===== src/rtl/mem_access_unit_pkg.sv =====
// mem_access_unit_pkg
// Shared constants and types for the load/store access unit:
//   - funct3 size codes, error codes, size and FSM state enums
//   - f3_size(): maps an IR funct3 field to the access size
package mem_access_unit_pkg;

  localparam logic [2:0] F3_B  = 3'b000;
  localparam logic [2:0] F3_H  = 3'b001;
  localparam logic [2:0] F3_W  = 3'b010;
  localparam logic [2:0] F3_BU = 3'b100;
  localparam logic [2:0] F3_HU = 3'b101;

  localparam logic [1:0] ERR_OK       = 2'd0;
  localparam logic [1:0] ERR_MISALIGN = 2'd1;
  localparam logic [1:0] ERR_TIMEOUT  = 2'd2;

  typedef enum logic [1:0] {
    SZ_B = 2'd0,
    SZ_H = 2'd1,
    SZ_W = 2'd2
  } size_e;

  typedef enum logic [1:0] {
    ST_IDLE = 2'd0,
    ST_REQ  = 2'd1,
    ST_DONE = 2'd2
  } state_e;

  // The unused funct3 codes (011, 110, 111) fall through to word.
  function automatic size_e f3_size(input logic [2:0] f3);
    case (f3)
      F3_B, F3_BU: return SZ_B;
      F3_H, F3_HU: return SZ_H;
      F3_W:        return SZ_W;
      default:     return SZ_W;
    endcase
  endfunction

endpackage


===== src/rtl/mem_access_unit_if.sv =====
// mem_access_unit_if
// Data memory bus between the access unit (master) and memory (slave).
//   mem_req/mem_we/mem_addr/mem_wdata/mem_wstrb : master -> slave
//   mem_ack/mem_rdata                           : slave -> master
interface mem_access_unit_if;
  logic        mem_req;
  logic        mem_we;
  logic [31:0] mem_addr;
  logic [31:0] mem_wdata;
  logic [3:0]  mem_wstrb;
  logic        mem_ack;
  logic [31:0] mem_rdata;

  modport master (
    output mem_req, mem_we, mem_addr, mem_wdata, mem_wstrb,
    input  mem_ack, mem_rdata
  );

  modport slave (
    input  mem_req, mem_we, mem_addr, mem_wdata, mem_wstrb,
    output mem_ack, mem_rdata
  );
endinterface


===== src/rtl/mem_access_unit_st_align.sv =====
// mem_access_unit_st_align
// Combinational size/alignment decode for one access.
//   i_funct3     : IR funct3 field
//   i_addr_lo    : byte address bits [1:0]
//   i_wdata      : right-justified store data
//   o_wdata      : store data shifted onto its byte lanes
//   o_wstrb      : byte-lane strobes for a store
//   o_ld_offset  : offset in access units, for the load-data converter
//   o_misaligned : access violates natural alignment
module mem_access_unit_st_align
  import mem_access_unit_pkg::*;
(
  input  logic [2:0]  i_funct3,
  input  logic [1:0]  i_addr_lo,
  input  logic [31:0] i_wdata,
  output logic [31:0] o_wdata,
  output logic [3:0]  o_wstrb,
  output logic [1:0]  o_ld_offset,
  output logic        o_misaligned
);

  size_e w_size;

  always_comb begin
    w_size       = f3_size(i_funct3);
    o_wdata      = i_wdata << {i_addr_lo, 3'b000};
    o_wstrb      = 4'b1111;
    o_ld_offset  = 2'b00;
    o_misaligned = |i_addr_lo;
    case (w_size)
      SZ_B: begin
        o_wstrb      = 4'b0001 << i_addr_lo;
        o_ld_offset  = i_addr_lo;
        o_misaligned = 1'b0;
      end
      SZ_H: begin
        o_wstrb      = 4'b0011 << i_addr_lo;
        o_ld_offset  = {1'b0, i_addr_lo[1]};
        o_misaligned = i_addr_lo[0];
      end
      default: ;
    endcase
  end

endmodule


===== src/rtl/mem_access_unit.sv =====
// mem_access_unit
// Multi-cycle load/store sequencer: one bus transaction per accepted start,
// bounded by TIMEOUT cycles of waiting for acknowledge.
//   i_clk, i_rst_n        : clock, async active-low reset
//   i_start, i_is_store   : request pulse and direction (sampled in IDLE)
//   i_ir, i_addr, i_wdata : instruction (funct3), byte address, store data
//   mem                   : data memory bus (master side)
//   o_ld_data, o_ld_offset: raw read word and access-unit offset
//   o_busy, o_done, o_err : status; err valid with done, held until next start
//
// state   | meaning
// IDLE    | waiting for start
// REQ     | bus request outstanding, counting cycles without ack
// DONE    | one-cycle completion, err valid
module mem_access_unit
  import mem_access_unit_pkg::*;
#(
  parameter int unsigned TIMEOUT = 16
) (
  input  logic                 i_clk,
  input  logic                 i_rst_n,
  input  logic                 i_start,
  input  logic                 i_is_store,
  input  logic [31:0]          i_ir,
  input  logic [31:0]          i_addr,
  input  logic [31:0]          i_wdata,
  mem_access_unit_if.master    mem,
  output logic [31:0]          o_ld_data,
  output logic [1:0]           o_ld_offset,
  output logic                 o_busy,
  output logic                 o_done,
  output logic [1:0]           o_err
);

  localparam logic [7:0] TO_LAST = 8'(TIMEOUT - 1);

  state_e      r_state;
  state_e      w_next;
  logic [7:0]  r_cnt;
  logic        r_we;
  logic [31:0] r_addr;
  logic [31:0] r_wdata;
  logic [3:0]  r_wstrb;
  logic [31:0] r_ld_data;
  logic [1:0]  r_ld_offset;
  logic [1:0]  r_err;

  logic [31:0] w_wdata;
  logic [3:0]  w_wstrb;
  logic [1:0]  w_ld_offset;
  logic        w_misaligned;
  logic        w_accept;
  logic        w_timeout;
  logic        w_unused;

  assign w_unused = ^{i_ir[31:15], i_ir[11:0]};

  mem_access_unit_st_align u_st_align (
    .i_funct3     (i_ir[14:12]),
    .i_addr_lo    (i_addr[1:0]),
    .i_wdata      (i_wdata),
    .o_wdata      (w_wdata),
    .o_wstrb      (w_wstrb),
    .o_ld_offset  (w_ld_offset),
    .o_misaligned (w_misaligned)
  );

  assign w_accept  = i_start && (r_state == ST_IDLE);
  assign w_timeout = !mem.mem_ack && (r_cnt == TO_LAST);

  always_ff @(posedge i_clk or negedge i_rst_n) begin
    if (!i_rst_n) r_state <= ST_IDLE;
    else          r_state <= w_next;
  end

  always_comb begin
    w_next = r_state;
    case (r_state)
      ST_IDLE: if (w_accept) w_next = w_misaligned ? ST_DONE : ST_REQ;
      ST_REQ:  if (mem.mem_ack || w_timeout) w_next = ST_DONE;
      ST_DONE: w_next = ST_IDLE;
      default: w_next = ST_IDLE;
    endcase
  end

  always_comb begin
    mem.mem_req = (r_state == ST_REQ);
    o_busy      = (r_state != ST_IDLE);
    o_done      = (r_state == ST_DONE);
  end

  // Bus fields are only reloaded for aligned accesses so a rejected
  // request never disturbs what the bus last saw.
  always_ff @(posedge i_clk or negedge i_rst_n) begin
    if (!i_rst_n) begin
      r_cnt       <= '0;
      r_we        <= 1'b0;
      r_addr      <= '0;
      r_wdata     <= '0;
      r_wstrb     <= '0;
      r_ld_data   <= '0;
      r_ld_offset <= '0;
      r_err       <= ERR_OK;
    end else if (w_accept) begin
      r_cnt <= '0;
      r_err <= w_misaligned ? ERR_MISALIGN : ERR_OK;
      if (!w_misaligned) begin
        r_we    <= i_is_store;
        r_addr  <= {i_addr[31:2], 2'b00};
        r_wdata <= i_is_store ? w_wdata : '0;
        r_wstrb <= i_is_store ? w_wstrb : '0;
      end
      if (!i_is_store) r_ld_offset <= w_ld_offset;
    end else if (r_state == ST_REQ) begin
      if (mem.mem_ack) begin
        if (!r_we) r_ld_data <= mem.mem_rdata;
        r_err <= ERR_OK;
      end else begin
        r_cnt <= r_cnt + 8'd1;
        if (w_timeout) r_err <= ERR_TIMEOUT;
      end
    end
  end

  assign mem.mem_we    = r_we;
  assign mem.mem_addr  = r_addr;
  assign mem.mem_wdata = r_wdata;
  assign mem.mem_wstrb = r_wstrb;
  assign o_ld_data     = r_ld_data;
  assign o_ld_offset   = r_ld_offset;
  assign o_err         = r_err;

endmodule


===== src/flat_wrapper.sv =====
// flat-port wrapper written by rule: the top's interface ports become plain ports
module mem_access_unit_flat import mem_access_unit_pkg::*;
#(
  parameter int unsigned TIMEOUT = 16
)
  (i_clk, i_rst_n, i_start, i_is_store, i_ir, i_addr, i_wdata, o_ld_data, o_ld_offset, o_busy, o_done, o_err, mem_mem_req, mem_mem_we, mem_mem_addr, mem_mem_wdata, mem_mem_wstrb, mem_mem_ack, mem_mem_rdata);
  mem_access_unit_if mem_i ();
  input  logic i_clk;
  input  logic i_rst_n;
  input  logic i_start;
  input  logic i_is_store;
  input  logic [31:0] i_ir;
  input  logic [31:0] i_addr;
  input  logic [31:0] i_wdata;
  output logic [31:0] o_ld_data;
  output logic [1:0] o_ld_offset;
  output logic o_busy;
  output logic o_done;
  output logic [1:0] o_err;
  output wire logic [$bits(mem_i.mem_req)-1:0] mem_mem_req;
  output wire logic [$bits(mem_i.mem_we)-1:0] mem_mem_we;
  output wire logic [$bits(mem_i.mem_addr)-1:0] mem_mem_addr;
  output wire logic [$bits(mem_i.mem_wdata)-1:0] mem_mem_wdata;
  output wire logic [$bits(mem_i.mem_wstrb)-1:0] mem_mem_wstrb;
  input wire logic [$bits(mem_i.mem_ack)-1:0] mem_mem_ack;
  input wire logic [$bits(mem_i.mem_rdata)-1:0] mem_mem_rdata;
  assign mem_mem_req = mem_i.mem_req;
  assign mem_mem_we = mem_i.mem_we;
  assign mem_mem_addr = mem_i.mem_addr;
  assign mem_mem_wdata = mem_i.mem_wdata;
  assign mem_mem_wstrb = mem_i.mem_wstrb;
  assign mem_i.mem_ack = mem_mem_ack;
  assign mem_i.mem_rdata = mem_mem_rdata;
  mem_access_unit #(.TIMEOUT(TIMEOUT)) u_core (.i_clk(i_clk), .i_rst_n(i_rst_n), .i_start(i_start), .i_is_store(i_is_store), .i_ir(i_ir), .i_addr(i_addr), .i_wdata(i_wdata), .mem(mem_i), .o_ld_data(o_ld_data), .o_ld_offset(o_ld_offset), .o_busy(o_busy), .o_done(o_done), .o_err(o_err));
endmodule

===== config.mk =====
export PLATFORM = sky130hd
export DESIGN_NAME = mem_access_unit_flat
export DESIGN_NICKNAME = d
export VERILOG_FILES = /design/src/rtl/mem_access_unit_pkg.sv /design/src/rtl/mem_access_unit_if.sv /design/src/rtl/mem_access_unit_st_align.sv /design/src/rtl/mem_access_unit.sv /design/src/flat_wrapper.sv
export SDC_FILE = /design/constraint.sdc
export NUM_CORES = 1
export LEC_CHECK = 0
export CAP_MARGIN = 15
export CORE_MARGIN = 4
export CORE_UTILIZATION = 44
export DETAILED_ROUTE_END_ITERATION = 10
export PLACE_DENSITY_LB_ADDON = 0.1
export SYNTH_ARGS = -nofsm -noshare
export SYNTH_HDL_FRONTEND = slang
export SYNTH_SLANG_ARGS = --single-unit

===== constraint.sdc =====
create_clock -name i_clk -period 3.5 [get_ports i_clk]
set_input_delay 0.525 -clock i_clk [delete_from_list [all_inputs] [get_ports i_clk]]
set_output_delay 0.525 -clock i_clk [all_outputs]
set_load 0.01 [all_outputs]

==> reports/results.txt, run 1 <==
Hold-fix buffers, CTS - 0
Vias in the first global route - 4214
WP data arrival - 2.01 ns
Post-CTS Setup Inserts - 0
# H-tree levels - 4
Post-synthesis sequential area ratio - 56.2%
Syn Inst Count - 362
Synthesized flop and latch total - 113
PD cells - 755 nW/um2
Top delay family on crit path - buffers and inverters
Via density - 5.27
Core footprint - 11000 um2
Ys Warns - 0
RSZ-0062 raised after global routing - false
Max Slew Vio Count - 0
Cell variety after synth - 48
GP Congestion - 0.810
Final net count - 704
DR iter-0 viols - 165
Critical path class - flop to output pin
Setup-failing EPs final - 0
Synthesized cell area - 5030 um2
Final ANT Viol Nets - 0
Max-cap violations - 0
Die H - 115 um
Full die area - 13200 um2
EDFF count, synth - 0
Global-route wire length before repair - 21700 um
Pleak - 3.41 nW
Starting Density - 45.6%
Antenna diode instance count - 0
Syn Area/Cell - 13.9 um2
Vias - 3810
Routed len/inst - 19.2 um
Fmax - 394 MHz
Ports - 241
Startpoint Class - flop
Crit-path max cell delay - 0.60 ns
Residual DRC count - 0
CTS Root Cell - clkbuf_16
Pin count of the biggest net entering global routing - 114
FF-to-FF Start - u_core.r_state[0]
Initial antenna violation count - 0
Gr usage total - 21.7%
Comb pwr share - 33.8%
Worst path slowest cell - dfrtp_1
Core Rows - 38
Slew of the pin with the lowest slew margin - 1.00 ns
Setup TNS - 0 ns
Clock power frac - 32.3%
Final Critical Period - 2.54 ns
Worst Reg-to-Reg Cells - 4
Final Skew - 0.00883 ns
GRT Residual Overflow - 0
Drt pass-1 iters - 5
Synth area leader - dfrtp_1
Flop pwr share - 33.9%
Internal power - 4.37 mW
Async SR Flop Fraction - 100%
Clock sinks - 113
TritonCTS clock tree - yes
Hold Path Class - input pin to async pin
CTS clk-pin slew, worst paths - 0.05 ns
Buffers on Ports - 208
Worst R2R End - u_core.mem.mem_wdata[9]
Post-synth top area share - 56.2%
Clk_lat worst skew - 0.41 ns
Fin. Hold Viols - 0
TritonCTS Buffers - 17
Clock Tree Buf Depth - 2
Die Wd - 115 um
CP bufs+invs - 2
Sw frac - 26.7%
Crit path max fanout - 14
Run status - finished, final reports clean
Setup crit end kind - output pin
Post-CTS sizing - 0
Flop2flop setup slack - 1.33 ns
P&R area growth vs syn - 57.0%
Util after Layout - 71.6%
Maximum vdd drop - 0.576 mV
NetSw - 1.59 mW
WP data required - 2.97 ns
Share of post-route cells with drive strength above 1 - 22.8%
Hpwl dp - 10000 um
Synth area leaders - dfrtp_1 (56%), mux2_2 (18%), mux2i_1 (4.2%), mux4_2 (3.1%), o2bb2ai_1 (2.6%)
Critical-path cell list - nand2b_1 > inv_1 > clkdlybuf4s50_1
Top_reg_cell synth - dfrtp_1
Period utilization - 72.6%
Worst slew margin - 33.2%
Final WL - 13900 um
==> final cells by class <==
type                            count  area (um2)
Multi-Input combinational cell    214        2040
Clock inverter                     11         209
Sequential cell                   113        2830
Inverter                           10        37.5
Fill cell                         794        3140
Clock buffer                       21         450
Tap cell                          140         175
Timing Repair Buffer              214        2150
==> metal layers <==
layer	track usage (%)	routed length, um
met1	24.6	5390
met2	35.0	6730
met3	11.1	1520
met4	8.76	242
met5	0	0
==> state kept, by name (all words and copies together), names as in the netlist <==
| name | flops |
|---|---|
| u_core.mem.mem_wdata | 32 |
| u_core.o_ld_data | 32 |
| u_core.mem.mem_addr | 30 |
| u_core.r_cnt | 8 |
| u_core.mem.mem_wstrb | 4 |
| u_core.o_err | 2 |
| u_core.o_ld_offset | 2 |
| u_core.r_state | 2 |
| u_core.mem.mem_we | 1 |
==> cell families (layout without fill, tap and decap cells) <==
kind of cell,Yosys count,in the layout,share of synthesized area (%)
flip-flops,113,113,56.2
multiplexers,110,110,25.7
AO/OA/AOI/OAI,57,57,9.33
AND/OR/NAND/NOR,44,44,5.10
buffers and inverters,36,256,3.33
adder cells (fa/ha/maj),1,1,0.249
other,1,2,0.0746
==> through the flow <==
step / worst slack [ns] / std cells / hold slack [ns] / power (mW) / instance area (um2)
4_1_cts: 0.961 / 723 / 0.222 / 6.03 / 7890
3_5_place_dp: 0.588 / 691 / 0.474 / 4.06 / 7230
6_report: 0.961 / 723 / 0.166 / 5.96 / 7890
3_3_place_gp: 0.597 / 691 / 0.462 / 4.00 / 7230
5_1_grt: 0.873 / 723 / 0.212 / 6.25 / 7890
2_1_floorplan: 1.67 / 363 / 0.229 / 2.81 / 5030
==> synthesized netlist by cell type, types with 2 or more instances <==
| master | n |
|---|---|
| a21bo_2 | 3 |
| a21boi_0 | 2 |
| a21oi_1 | 3 |
| a22o_1 | 12 |
| a32oi_1 | 2 |
| and3b_1 | 2 |
| buf_1 | 2 |
| buf_2 | 14 |
| buf_4 | 2 |
| clkbuf_1 | 7 |
| dfrtp_1 | 113 |
| inv_1 | 10 |
| mux2_2 | 82 |
| mux2i_1 | 21 |
| mux4_2 | 7 |
| nand2_1 | 5 |
| nand2b_1 | 4 |
| nand3_1 | 4 |
| nand4_1 | 2 |
| nor2_1 | 11 |
| nor2b_1 | 3 |
| nor3_1 | 2 |
| o211ai_1 | 2 |
| o21ai_0 | 4 |
| o21bai_1 | 2 |
| o2bb2ai_1 | 15 |
| o31ai_1 | 3 |
| or4_1 | 3 |
==> placed cells by master, fill, tap and decap left out, types with 4 or more instances in the layout <==
cell type        Yosys  final
o21ai_0              4      4
mux2i_1             21     21
buf_4                2      5
dfrtp_1            113    113
a22o_1              12     12
nand2b_1             4      4
nor2_1              11     11
bufinv_16            0      6
nand2_1              5      5
clkbuf_16            0     17
clkinv_2             0      4
clkdlybuf4s50_1      0    207
o2bb2ai_1           15     15
nand3_1              4      4
mux2_2              82     82
mux4_2               7      7
inv_1               10     10
==> power groups by stage <==
stage          sequential [mW]  combinational (mW)  clock [mW]
3_3_place_gp              2.00                2.00           0
2_1_floorplan             2.21               0.592           0
3_5_place_dp              2.03                2.03           0
6_report                  2.02                2.01        1.93
5_1_grt                   2.08                2.15        2.02
4_1_cts                   2.02                2.04        1.97
==> how the worst max path moves through the flow <==
stage                            startpoint                  endpoint  cells after the start
after floorplan                   i_addr[0]  u_core.mem.mem_wdata[13]                      6
after global placement             i_ir[13]    u_core.mem.mem_addr[4]                      5
after detailed placement           i_ir[13]  u_core.mem.mem_wdata[20]                      5
after CTS                 u_core.r_state[0]               mem_mem_req                      3
after global routing               i_ir[13]   u_core.mem.mem_wdata[9]                      5
final                     u_core.r_state[0]               mem_mem_req                      3
Power figures use the tool's default switching activity.
==> run 2, diff against run 1 <==
- CORE_UTILIZATION: 44 -> 37
- clock period: 3.5 -> 2.3 ns (I/O delays scaled with it)
==> reports/results.txt, run 2 (synthesis gave the netlist of run 1 again) <==
Fmax - 457 MHz
Antenna diode instance count - 0
Setup crit end kind - output pin
Final WL - 13400 um
Vias - 3844
Global-route wire length before repair - 21900 um
Hold Path Class - input pin to async pin
Vias in the first global route - 4135
Gr usage total - 17.9%
Initial antenna violation count - 0
Max Slew Vio Count - 0
Final Critical Period - 2.19 ns
Final Skew - 0.00592 ns
FF-to-FF Start - u_core.r_state[0]
Starting Density - 37.8%
Placed cell area - 7410 um2
Maximum vdd drop - 0.687 mV
# H-tree levels - 4
Hold Slack - 0.319 ns
DR iter-0 viols - 119
RSZ-0062 raised after global routing - false
Core footprint - 13300 um2
Fillers - 1076
Final ANT Viol Nets - 0
CTS Root Cell - clkbuf_16
Residual DRC count - 0
Clock Tree Buf Depth - 2
Leading cell type in the layout, fill and taps excluded - clkdlybuf4s50_1
Post-CTS Setup Inserts - 0
Routed len/inst - 17.4 um
Full die area - 15500 um2
CTS clk-pin slew, worst paths - 0.06 ns
Core Rows - 42
Hpwl dp - 9930 um
GRT Residual Overflow - 0
Setup-failing EPs final - 0
Max-cap violations - 0
PD cells - 1080 nW/um2
Final net count - 718
Pin count of the biggest net entering global routing - 68
Clock sinks - 113
Die Wd - 125 um
P&R area growth vs syn - 59.2%
Crit. Startpoint - u_core.r_state[1]
Pleak - 3.44 nW
Via density - 4.97
Fin. Hold Viols - 0
Run status - finished, final reports clean
Most frequent cells in the layout - clkdlybuf4s50_1 (207), dfrtp_1 (112), mux2_2 (82)
TritonCTS clock tree - yes
Setup TNS - 0 ns
Die H - 125 um
Drt pass-1 iters - 4
Clk_lat worst skew - 0.41 ns
Startpoint Class - flop
TritonCTS Buffers - 17
Cell area after layout - 8010 um2
Crit path max fanout - 8
WP data required - 1.96 ns
Period utilization - 95.2%
GP Congestion - 0.800
WP data arrival - 1.84 ns
Ports - 241
Buffers on Ports - 208
Critical path class - flop to output pin
Share of post-route cells with drive strength above 1 - 25.3%
## run 2: changes by cell type in the layout (fill, tap and decap cells not counted), moves of 2 or more
cell,previous run,this run
buf_12,2,5
buf_4,5,15
bufinv_16,6,2
clkbuf_1,3,0
clkinv_4,1,3
clkinvlp_4,0,4
## run 2: worst paths after layout
check / to / slack, ns / depth (start not counted)
max: mem_mem_req / 0.11 / 3
max in group asynchronous: u_core.o_ld_data[1] / 1.29 / 3
min in group i_clk: u_core.mem.mem_wstrb[0] / 0.48 / 1
max reg2reg: u_core.mem.mem_addr[12] / 0.54 / 4
min reg2reg: u_core.mem.mem_wstrb[0] / 0.48 / 1
min: u_core.mem.mem_addr[30] / 0.32 / 2
## run 2: area by class of cell
type                       instances  area, um2  share of cell area, %
timing repair buffer             228       2290                   28.7
clock inverter                    14        141                   1.77
multi-input combinational        214       2050                   25.5
clock buffer                      18        439                   5.48
sequential                       113       2830                   35.3
tap                              176        220                   2.75
inverter                          10       37.5                  0.469
## run 2: per-layer routing
layer  vias up  GRT usage [%]  part of all wire, %
met5         -              0                    0
met4         0           7.41                  2.4
met3        23           7.93                  7.8
met2       128           29.2                   49
met1      1917           20.5                   41
li1       1776              -                    -
## run 2: critical path, stage by stage (launching register included)
cell,delay (ns)
dfrtp_1,0.45
nand2b_2,0.27
inv_1,0.14
clkdlybuf4s50_1,0.57
## run 2: what timing repair did
item	in CTS	in global routing
resized for setup	1	1
endpoints found under the setup margin	1	1
hold buffers	1	0
pin swaps	0	0
hold endpoints to repair	9	0
## run 2: report_power, final
group	internal (mW)	switching, mW	leakage (nW)	total [mW]
registers	2.68	0.371	1.41	3.05
clock network	1.61	0.928	0.277	2.54
logic	1.95	1.11	1.75	3.06
total	6.24	2.41	3.44	8.65
## run 2: stage by stage
step           total power, mW  util, %  cells  setup slack (ns)
3_5_place_dp              6.17     55.8    740             0.190
4_1_cts                   8.77     60.2    773            0.0329
2_1_floorplan             4.27        -    363             0.654
3_3_place_gp              6.12     55.8    740             0.211
6_report                  8.65     60.2    773             0.111
5_1_grt                   9.09     60.2    773            0.0323
